[config.mk]
export PLATFORM = sky130hd
export DESIGN_NAME = wide_add_sequencer
export DESIGN_NICKNAME = d
export VERILOG_FILES = /design/src/rtl/wide_add_sequencer.sv
export SDC_FILE = /design/constraint.sdc
export NUM_CORES = 1
export LEC_CHECK = 0
export ABC_AREA = 1
export CORE_MARGIN = 5
export CORE_UTILIZATION = 40
export DETAILED_ROUTE_END_ITERATION = 7
export PLACE_DENSITY_LB_ADDON = 0.3
export SLEW_MARGIN = 15
export SYNTH_ARGS = -nofsm -noshare
export SYNTH_HDL_FRONTEND = slang
export SYNTH_SLANG_ARGS = --single-unit
export TNS_END_PERCENT = 5
[constraint.sdc]
create_clock -name clk -period 5.4 [get_ports clk]
set_clock_uncertainty 0.05 [all_clocks]
set_input_delay 1.35 -clock clk [delete_from_list [all_inputs] [get_ports clk]]
set_output_delay 1.35 -clock clk [all_outputs]
set_load 0.05 [all_outputs]
[src/rtl/wide_add_sequencer.sv]
// Multi-cycle wide adder/subtractor: one SLICE-bit slice per cycle, carry chained LSB to MSB.
// Optional early termination of adds is enabled by defining WIDE_ADD_EARLY_TERM_EN.
module wide_add_sequencer #(
  parameter int WIDTH = 64,
  parameter int SLICE = 16
) (
  input  logic             clk,
  input  logic             rst_n,
  input  logic             start_valid,
  output logic             start_ready,
  input  logic [WIDTH-1:0] op_a,
  input  logic [WIDTH-1:0] op_b,
  input  logic             cin,
  input  logic             sub,
  output logic             res_valid,
  input  logic             res_ready,
  output logic [WIDTH-1:0] result,
  output logic             cout,
  output logic             ovf,
  output logic             busy
);

  localparam int NSLICE = WIDTH / SLICE;
  localparam int IW     = (NSLICE > 1) ? $clog2(NSLICE) : 1;

  typedef logic [NSLICE-1:0][SLICE-1:0] slices_t;
  typedef enum logic [1:0] {IDLE, RUN, DONE} state_t;

  state_t          state_q, state_d;
  slices_t         a_q, a_d;
  slices_t         b_q, b_d;
  slices_t         res_q, res_d;
  logic [IW-1:0]   idx_q, idx_d;
  logic            carry_q, carry_d;
  logic            cout_q, cout_d;
  logic            ovf_q, ovf_d;

  logic [SLICE:0]  sum;
  logic            last;
  logic            early;

  assign sum  = {1'b0, a_q[idx_q]} + {1'b0, b_q[idx_q]} + {{SLICE{1'b0}}, carry_q};
  assign last = (idx_q == IW'(NSLICE - 1));

`ifdef WIDE_ADD_EARLY_TERM_EN
  logic              sub_q, sub_d;
  logic [NSLICE-1:0] hi_zero;

  // hi_zero[i]: every slice of A and B' above slice i is zero
  always_comb begin
    for (int unsigned i = 0; i < NSLICE; i++) begin
      hi_zero[IW'(i)] = 1'b1;
      for (int unsigned j = 0; j < NSLICE; j++) begin
        if (j > i && ((|a_q[IW'(j)]) || (|b_q[IW'(j)]))) begin
          hi_zero[IW'(i)] = 1'b0;
        end
      end
    end
  end

  assign early = !sum[SLICE] && !sub_q && hi_zero[idx_q];
`else
  assign early = 1'b0;
`endif

  always_ff @(posedge clk or negedge rst_n) begin
    if (!rst_n) begin
      state_q <= IDLE;
      a_q     <= '0;
      b_q     <= '0;
      res_q   <= '0;
      idx_q   <= '0;
      carry_q <= 1'b0;
      cout_q  <= 1'b0;
      ovf_q   <= 1'b0;
`ifdef WIDE_ADD_EARLY_TERM_EN
      sub_q   <= 1'b0;
`endif
    end else begin
      state_q <= state_d;
      a_q     <= a_d;
      b_q     <= b_d;
      res_q   <= res_d;
      idx_q   <= idx_d;
      carry_q <= carry_d;
      cout_q  <= cout_d;
      ovf_q   <= ovf_d;
`ifdef WIDE_ADD_EARLY_TERM_EN
      sub_q   <= sub_d;
`endif
    end
  end

  always_comb begin
    state_d = state_q;
    a_d     = a_q;
    b_d     = b_q;
    res_d   = res_q;
    idx_d   = idx_q;
    carry_d = carry_q;
    cout_d  = cout_q;
    ovf_d   = ovf_q;
`ifdef WIDE_ADD_EARLY_TERM_EN
    sub_d   = sub_q;
`endif

    case (state_q)
      IDLE: begin
        if (start_valid) begin
          a_d     = op_a;
          b_d     = sub ? ~op_b : op_b;
          carry_d = sub | cin;
          idx_d   = '0;
`ifdef WIDE_ADD_EARLY_TERM_EN
          sub_d   = sub;
`endif
          state_d = RUN;
        end
      end
      RUN: begin
        res_d[idx_q] = sum[SLICE-1:0];
        carry_d      = sum[SLICE];
        idx_d        = idx_q + 1'b1;
        if (last || early) begin
          cout_d  = sum[SLICE];
          // an early finish leaves a zero MSB with zero operand MSBs, so no overflow
          ovf_d   = last && (a_q[NSLICE-1][SLICE-1] == b_q[NSLICE-1][SLICE-1])
                         && (sum[SLICE-1] != a_q[NSLICE-1][SLICE-1]);
          state_d = DONE;
          if (early) begin
            for (int unsigned i = 0; i < NSLICE; i++) begin
              if (IW'(i) > idx_q) res_d[IW'(i)] = '0;
            end
          end
        end
      end
      DONE: begin
        if (res_ready) state_d = IDLE;
      end
      default: state_d = IDLE;
    endcase
  end

  // Gating with rst_n keeps start_ready low for the whole reset assertion.
  assign start_ready = rst_n && (state_q == IDLE);
  assign res_valid   = (state_q == DONE);
  assign busy        = (state_q != IDLE);
  assign result      = res_q;
  assign cout        = cout_q;
  assign ovf         = ovf_q;

endmodule

Word-level counts from Yosys, hierarchy flattened
Cells that the tools add are included.
{"block": "totals", "reg_bits": 199, "in_bits": 134, "out_inout_bits": 69, "wordCells": 59}
{"block": "op_classes", "n_addsub": 3, "order_cmp": 2, "n_eq_ne": 8, "muxes": 16, "n_bitwise": 2, "reduce_logical": 11}
{"cell": "$bmux 16 s2", "count": 2}
{"cell": "$bwmux 64", "count": 1}
{"cell": "$mux 64", "count": 1}
{"cell": "$not 64->64", "count": 1}
{"cell": "$mux 16", "count": 3}
{"cell": "$demux 16 s2", "count": 1}
{"cell": "$add 16x16->17", "count": 1}
{"cell": "$add 17x1->17", "count": 1}
{"cell": "$mux 2", "count": 4}
{"cell": "$pmux 2 s3", "count": 1}
{"cell": "$reduce_and 2->1", "count": 3}
{"cell": "$eq 2x2->1 const B", "count": 2}
{"cell": "$logic_and 1x1->1", "count": 4}
{"cell": "$ne 2x2->1 const B", "count": 2}
{"cell": "$pmux 2 s2", "count": 1}
{"cell": "$reduce_bool 2->1", "count": 2}
{"cell": "$lt 2x3->1 const B", "count": 1}
{"cell": "$reduce_and 3->1", "count": 1}
{"cell": "$add 2x1->2 const B", "count": 1}
{"cell": "$eq 2x1->1 const B", "count": 1}
{"cell": "$ge 2x1->1 const B", "count": 1}
{"cell": "$logic_not 2->1", "count": 1}
{"cell": "$ne 2x1->1 const B", "count": 1}
{"cell": "$pmux 1 s2", "count": 1}
{"cell": "4 further kinds", "count": 4}

Logic depth before layout (Yosys ltp)
Gate-level depths: netlist (run 1).
{"block": "logic_depth", "depth_word": 6, "depth_mapped": 17, "mapped_depth_nobuf": 16}

Worst setup path after synthesis (run 1)
OpenSTA, ideal clock, no wires.
{"block": "synth_path", "path_kind": "input-to-output", "from": "input rst_n", "to": "output start_ready", "arrival_ns": 2.028, "path_slack_ns": 1.972, "cell_stages": 2, "path_cell_list": "inv_1 nor2_1"}
{"block": "synth_via", "elab_chain_len": 1}
{"element": "start: declaration", "line_no": "8", "text": "input logic rst_n,"}
{"element": "$logic_and 1x1->1", "line_no": "145", "text": "assign start_ready = rst_n && (state_q == IDLE);"}
{"element": "end: declaration", "line_no": "10", "text": "output logic start_ready,"}
Every way passes these cells.

Worst setup path after layout (run 1)
Ends and elaborated chain as after synthesis.

==> qor.txt, run 1 <==
CTS tree -> done
Layout cells sized above 1 -> 0.0427
Clock root cell -> clkbuf_16
Setup TNS -> 0 ps
Least-Margin Pin Slew -> 970 ps
Dpl hpwl -> 18600 microns
Max Freq -> 242 MHz
Largest net degree at the start of global routing -> 152
Vias/cell -> 4.93
YS warnings -> 0
Wire per inst -> 15.9 microns
Synthesis-stage register bit count -> 199
RSZ-0062 raised after global routing -> false
Clock Sink Count -> 199
DRT Pass-1 Iters -> 5
H-tree levels -> 4
Asr flop ratio synth -> 1.00
HP Class -> flop to flop
IO Port Bufs -> 202
Synth top area share -> 0.514
Area contributors post-synth -> dfrtp_1 51%, nand2_1 17%, o21ai_0 7.9%
Initial antenna violation count -> 2
Post-Synthesis Cell Area -> 0.00969 sq mm
Num CTS Buffers -> 17
Die height -> 166 microns
Final Hold Fails -> 0
Post-route ant nets -> 0
Multi-input gate area -> 0.00426 sq mm
Cell total after placement -> 1626
Seq/Total Area, Yosys -> 0.514
Slew HR -> 0.352
Clk_lat worst skew -> 440 ps
Post-synth EDFFs -> 0
DR iter-0 viols -> 691
Min Clock Period, post-route -> 4130 ps
Max-cap violations -> 0
Starting Density -> 0.402
Grt total ovfl -> 0
Final Cycle Share -> 0.764
Ys flop type -> dfrtp_1
Clock transition at path regs -> 60 ps
Syn Nets -> 1311
Syn Inst Count -> 1156
Kind of critical path -> primary input to primary output
Crit path DAT -> 2730 ps
Worst-path fanout max -> 50
Register area -> 0.00498 sq mm
Worst Setup End Kind -> primary output
First-pass GRT wire length -> 43300 microns
Slew Limit Fails -> 0
Startpoint types -> primary input
I/O pins -> 203
Chip width -> 166 microns
Setup violations, final -> 0
Vias -> 8167
Yosys top cell by area -> dfrtp_1
DRC -> 0
RePlAce Congestion -> 0.865
Die area -> 0.0274 sq mm
FP Rows -> 57
Critical path required time -> 4000 ps
Core Footprint -> 0.0241 sq mm
Clock Path Buffers -> 2
Status -> finished clean
Hold-fix buffers, CTS -> 0
PostCTS Resize Cnt -> 0
Final non-filler cell total -> 1658
# nets final -> 1476
Postcts setup bufs -> 0
Number of fillers in the final layout -> 2302
N_diodes -> 0
Library cells used by synthesis -> 37
Vias in the first global route -> 7997
Layout area overhead -> 28.6%
Syn Area/Cell -> 8.38 sq um
All-layer global routing usage -> 0.193
Total wire length -> 26400 microns
-- logic make-up (layout without fill, tap and decap cells) --
family                   count (synthesis)  after routing  share of synthesized area
flip-flops                             199            199                      0.514
AO/OA/AOI/OAI                          220            220                      0.123
AND/OR/NAND/NOR                        548            548                      0.222
buffers and inverters                   95            273                     0.0470
adder cells (fa/ha/maj)                 21             21                     0.0287
XOR/XNOR                                73             73                     0.0660
-- cell type report --
class                           count  area share
Sequential cell                   199       0.400
Multi-Input combinational cell    862       0.342
Timing Repair Buffer              209       0.168
Clock buffer                       23      0.0384
Tap cell                          324      0.0325
Inverter                           32     0.00984
Clock inverter                      9     0.00944
-- critical path, cell delays in order --
cell	delay, ps
clkbuf_8	350
inv_1	80
nor2_1	110
clkdlybuf4s50_1	810
-- cell usage after synthesis, types with 2 or more instances --
library cell / n
buf_6: 3
o21ai_1: 12
nor2_1: 82
dfrtp_1: 199
o21bai_1: 3
nand2_1: 426
o21ai_0: 153
buf_2: 20
a21oi_1: 11
o21ai_2: 4
inv_2: 2
clkbuf_1: 26
nand2_2: 3
o22ai_1: 32
inv_1: 29
fa_1: 2
buf_4: 12
nand3b_1: 2
xnor2_1: 70
ha_1: 19
xor2_1: 3
nand3_1: 28
-- worst paths after layout --
check                                       start                      to  slack, ps  cells after the start
setup / recovery                            rst_n             start_ready       1270                      4
hold / removal             result[50]$_DFFE_PN0P_  result[50]$_DFFE_PN0P_        420                      2
setup reg to reg             idx_q[0]$_DFFE_PN0P_   result[8]$_DFFE_PN0P_       1510                     13
hold reg to reg            result[50]$_DFFE_PN0P_  result[50]$_DFFE_PN0P_        420                      2
max in group asynchronous                   rst_n    idx_q[0]$_DFFE_PN0P_       3260                      2
min in group asynchronous                   rst_n  result[33]$_DFFE_PN0P_        810                      1
-- layout by cell type (no fill, tap or decap), types with 4 or more instances in the layout --
| cell | netlist | routed |
|---|---|---|
| clkbuf_8 | 0 | 4 |
| a21oi_1 | 11 | 11 |
| o22ai_1 | 32 | 32 |
| clkdlybuf4s50_1 | 0 | 200 |
| nand3_1 | 28 | 28 |
| o21ai_2 | 4 | 4 |
| clkbuf_16 | 0 | 17 |
| buf_4 | 12 | 7 |
| o21ai_0 | 153 | 153 |
| dfrtp_1 | 199 | 198 |
| o21ai_1 | 12 | 12 |
| nor2_1 | 82 | 82 |
| inv_1 | 29 | 28 |
| ha_1 | 19 | 19 |
| xnor2_1 | 70 | 70 |
| nand2_1 | 426 | 426 |
-- sequential cells by signal, indices dropped and copies added (netlist names) --
name,count
cout,1
idx_q,2
b_q,64
result,64
state_q,2
carry_q,1
ovf,1
a_q,64
-- metal layers --
layer	share of wire	track usage	up-vias	routed length, microns
li1	-	-	4062	-
met1	0.50	0.294	3805	13100
met2	0.43	0.277	267	11300
met3	0.063	0.0448	29	1660
met4	0.012	0.0477	4	328
met5	0.0011	0	-	29
-- per-stage QoR --
| step | setup WS, ps | utilization | cell area [sq um] | hold WS, ps |
|---|---|---|---|---|
| after global placement | 1220 | 0.492 | 11900 | 408 |
| after floorplan | 1970 | - | 9690 | 394 |
| after global routing | 1140 | 0.517 | 12500 | 438 |
| after detailed placement | 1250 | 0.492 | 11900 | 408 |
| after CTS | 1250 | 0.517 | 12500 | 424 |
| final | 1270 | 0.517 | 12500 | 421 |
Power of run 1 is not shown: default switching activity piles up to over one toggle a cycle in this logic, so the estimate is an artifact.
==> run 2: changes to the inputs <==
Clock period 5.4 ns to 3.5 ns, I/O delays scaled along.
==> run 2 against run 1 <==
Compared with the run above:
- setup slack worse by 720 ps
- global-route usage barely moved
- critical path depth is 8 higher
- critical path type is now flop to flop
- cell count up 0.36%
- critical endpoint is now result[8]$_DFFE_PN0P_
- die area is the same
==> qor.txt, run 2 (synthesis gave the netlist of run 1 again) <==
Most frequent cells in the layout -> 426 x nand2_1, 199 x clkdlybuf4s50_1, 198 x dfrtp_1
Setup TNS -> 0 ps
Max-cap violations -> 0
DRT Pass-1 Iters -> 5
Slack of the critical path -> 552 ps
Vias in the first global route -> 7964
Postcts setup bufs -> 0
CTS tree -> done
Clock transition at path regs -> 70 ps
Vias -> 8147
CP dominant cell by count -> nand2_1
Grt total ovfl -> 0
Most common cell after layout, fill and taps aside -> nand2_1
Post-route ant nets -> 0
Worst Setup End Kind -> flop
Layout cells sized above 1 -> 0.0485
Num CTS Buffers -> 17
Vias/cell -> 4.90
Flop-to-flop setup slack -> 550 ps
Crit path DAT -> 3160 ps
Die area -> 0.0274 sq mm
Instance count on the critical path -> 12
Multi-input gate area -> 0.00426 sq mm
Clock Sink Count -> 199
Kind of cell adding the most delay to the critical path -> adder cells
RR Endpoint -> result[8]$_DFFE_PN0P_
Critical path required time -> 3710 ps
Critical path origin -> idx_q[0]$_DFFE_PN0P_
Slew Limit Fails -> 0
CP bufs+invs -> 1
Max Freq -> 339 MHz
I/O pins -> 203
RSZ-0062 raised after global routing -> false
R2R depth -> 12
HP Class -> flop to flop
H-tree levels -> 4
Least-Margin Pin Slew -> 943 ps
Wire per inst -> 16.0 microns
Register area -> 0.00498 sq mm
All-layer global routing usage -> 0.193
PostCTS Resize Cnt -> 0
Clk_lat worst skew -> 430 ps
Post-layout util -> 0.520
Number of fillers in the final layout -> 2314
Total wire length -> 26700 microns
Min Clock Period, post-route -> 2950 ps
Layout area overhead -> 29.4%
Slew HR -> 0.370
# nets final -> 1483
N_diodes -> 0
Worst-path fanout max -> 24
DRC -> 0
Slowest cell on the critical path -> fa_1
Setup violations, final -> 0
Dpl hpwl -> 19400 microns
Clock root cell -> clkbuf_16
DR iter-0 viols -> 813
RePlAce Congestion -> 0.865
Die height -> 166 microns
Final Hold Fails -> 0
First-pass GRT wire length -> 43100 microns
Final Cycle Share -> 0.842
Startpoint types -> flop
Largest net degree at the start of global routing -> 148
FP Rows -> 57
Clock Path Buffers -> 2
CP peak stage delay -> 440 ps
Reg2reg start -> idx_q[0]$_DFFE_PN0P_
Status -> finished clean
Chip width -> 166 microns
Initial antenna violation count -> 0
Cell Chain, Critical Path -> buf_4 -> o21ai_0 -> o22ai_1 -> fa_1 -> fa_1 -> nand2_1 -> nand2_1 -> and2_1 -> nand2_1 -> nand2_1 -> xnor2_1 -> o21ai_0
IO Port Bufs -> 202
Hold-fix buffers, CTS -> 0
Post-Place Worst Slack -> 578 ps
Core Footprint -> 0.0241 sq mm
WHS -> 420 ps
Starting Density -> 0.402
Crit path to -> result[8]$_DFFE_PN0P_
Kind of critical path -> flop to flop
-- run 2: changes by cell type in the layout (fill, tap and decap cells not counted) --
cell             previous run  this run
buf_12                      1         3
buf_4                       7        13
bufinv_16                   2         3
clkbuf_1                    3         2
clkbuf_8                    4         2
clkdlybuf4s50_1           200       199
clkinv_2                    0         3
clkinvlp_4                  3         0
inv_6                       1         2
-- run 2: through the flow --
step	cells	instance area [sq um]
2_1_floorplan	1156	9690
3_3_place_gp	1633	11900
3_5_place_dp	1633	11900
4_1_cts	1664	12500
5_1_grt	1664	12500
6_report	1664	12500
-- run 2: tightest hold or removal path: cells and delay by family, from the launching register on --
kind             cells  cell delay, ps
flip-flops           1             340
AND/OR/NAND/NOR      2              90
-- run 2: layer usage --
layer / wire length [microns] / part of all wire / track usage
met1: 12800 / 0.48 / 0.284
met2: 11800 / 0.44 / 0.288
met3: 1860 / 0.070 / 0.0553
met4: 244 / 0.0091 / 0.0352
met5: 0 / 0 / 0
-- run 2: worst min-delay path by stage --
| stage | from | end | cells after the start |
|---|---|---|---|
| floorplan | a_q[32]$_DFFE_PN0P_ | a_q[32]$_DFFE_PN0P_ | 2 |
| global placement | result[48]$_DFFE_PN0P_ | result[48]$_DFFE_PN0P_ | 2 |
| detailed placement | result[49]$_DFFE_PN0P_ | result[49]$_DFFE_PN0P_ | 2 |
| CTS | result[49]$_DFFE_PN0P_ | result[49]$_DFFE_PN0P_ | 2 |
| global route | a_q[34]$_DFFE_PN0P_ | a_q[34]$_DFFE_PN0P_ | 2 |
| finish | result[49]$_DFFE_PN0P_ | result[49]$_DFFE_PN0P_ | 2 |
-- run 2: final cells by class --
cell class,count,area share
sequential,199,0.397
multi-input combinational,862,0.340
timing repair buffer,216,0.173
clock buffer,20,0.0356
tap,324,0.0323
clock inverter,11,0.0119
inverter,32,0.00978
Power of run 2 is left out for the same reason.
==> run 3: changes to the inputs <==
Clock period 3.5 ns to 2.95 ns, I/O delays scaled along.
==> run 3 against run 2 <==
Compared with the run above:
- core utilization is 0.37 points higher
- via count is 1.4% higher
- cell count is 0.54% higher
- worst hold slack worse by 58 ps
- die area stayed put
- critical path depth is 9 lower
- clock-buffer cell count is 1 higher
- largest cell class unchanged
- sequential share of layout area is 0.28 points lower
- routed wire length is 0.90% higher
==> qor.txt, run 3 (synthesis gave the netlist of run 1 again) <==
Most frequent cells in the layout -> 426 x nand2_1, 199 x clkdlybuf4s50_1, 198 x dfrtp_1
Max Freq -> 356 MHz
Initial antenna violation count -> 0
Total wire length -> 26900 microns
Final Cycle Share -> 0.951
Starting Density -> 0.402
Clk_lat worst skew -> 430 ps
I/O pins -> 203
Critical path required time -> 2160 ps
Slew HR -> 0.387
Post-route ant nets -> 0
IO Port Bufs -> 202
R2R depth -> 13
Setup violations, final -> 0
Most common cell after layout, fill and taps aside -> nand2_1
Clock transition at path regs -> 70 ps
Cell total after placement -> 1640
Wire per inst -> 16.1 microns
Die area -> 0.0274 sq mm
Clock Sink Count -> 199
Startpoint types -> flop
Layout area overhead -> 30.3%
Slew Limit Fails -> 0
Crit path DAT -> 2020 ps
Min Clock Period, post-route -> 2810 ps
Least-Margin Pin Slew -> 920 ps
CTS tree -> done
DRC -> 0
Final non-filler cell total -> 1673
Num CTS Buffers -> 17
Dpl hpwl -> 19900 microns
FP Rows -> 57
Worst Setup End Kind -> primary output
Die height -> 166 microns
HP Class -> primary input to asynchronous set/reset pin
Grt total ovfl -> 0
CP peak stage delay -> 720 ps
Core Footprint -> 0.0241 sq mm
Status -> finished clean
DRT Pass-1 Iters -> 5
Cell Chain, Critical Path -> nor2_2 -> inv_1 -> clkdlybuf4s50_1
Max-cap violations -> 0
DR iter-0 viols -> 737
Flop-to-flop setup slack -> 200 ps
H-tree levels -> 4
RePlAce Congestion -> 0.885
Clock Path Buffers -> 2
N_diodes -> 0
Clock root cell -> clkbuf_16
RR Endpoint -> result[45]$_DFFE_PN0P_
All-layer global routing usage -> 0.195
Layout cells sized above 1 -> 0.0556
Hold-fix buffers, CTS -> 0
RSZ-0062 raised after global routing -> true
Reg2reg start -> idx_q[0]$_DFFE_PN0P_
Chip width -> 166 microns
# nets final -> 1491
Largest net degree at the start of global routing -> 152
Worst-path fanout max -> 3
Slowest cell on the critical path -> clkdlybuf4s50_1
Vias in the first global route -> 8116
Final Hold Fails -> 0
Vias -> 8259
Vias/cell -> 4.94
First-pass GRT wire length -> 43600 microns
Kind of critical path -> flop to primary output
[run 3: layer usage]
| layer | wire [microns] | vias to the layer above | global-route usage | share of wire |
|---|---|---|---|---|
| met5 | 0 | - | 0 | 0 |
| met4 | 319 | 0 | 0.0481 | 0.012 |
| met3 | 2080 | 30 | 0.0553 | 0.077 |
| met2 | 11900 | 294 | 0.290 | 0.44 |
| met1 | 12700 | 3851 | 0.284 | 0.47 |
| li1 | - | 4084 | - | - |
[run 3: repair_timing]
item	in CTS	in global routing
endpoints found under the setup margin	0	21
resized for setup	0	2
setup buffers	0	1
[run 3: area by class of cell]
cell class / instances / area, sq um
Inverter: 32 / 123
Fill cell: 2287 / 11500
Tap cell: 324 / 405
Sequential cell: 199 / 4980
Multi-Input combinational cell: 862 / 4270
Clock inverter: 11 / 125
Timing Repair Buffer: 224 / 2260
Clock buffer: 21 / 460
[run 3: worst max path at each step]
| stage | from | to | slack, ps | cells past startpoint |
|---|---|---|---|---|
| finish | state_q[1]$_DFFE_PN0P_ | busy | 140 | 3 |
| detailed placement | idx_q[0]$_DFFE_PN0P_ | result[20]$_DFFE_PN0P_ | 70 | 10 |
| global route | idx_q[0]$_DFFE_PN0P_ | result[28]$_DFFE_PN0P_ | -0.7 | 14 |
| floorplan | idx_q[0]$_DFFE_PN0P_ | result[10]$_DFFE_PN0P_ | 250 | 14 |
| CTS | idx_q[0]$_DFFE_PN0P_ | result[20]$_DFFE_PN0P_ | 90 | 10 |
| global placement | idx_q[0]$_DFFE_PN0P_ | result[36]$_DFFE_PN0P_ | 260 | 10 |
[run 3: worst max-delay path: cells and delay by family (launching register included)]
| kind | cells | cell delay, ps |
|---|---|---|
| flops | 1 | 440 |
| buf+inv | 2 | 840 |
| simple gates | 1 | 300 |
[run 3: through the flow]
step	setup WS [ps]	TNS (ps)	cell area, sq um	util	hold slack, ps
CTS	90.3	0	12600	0.523	426
detailed placement	75.0	0	12000	0.499	409
floorplan	250	0	9690	-	392
finish	143	0	12600	0.524	363
global placement	258	0	12000	0.499	408
global route	-0.710	-0.710	12600	0.524	435
Power of run 3 is left out for the same reason.
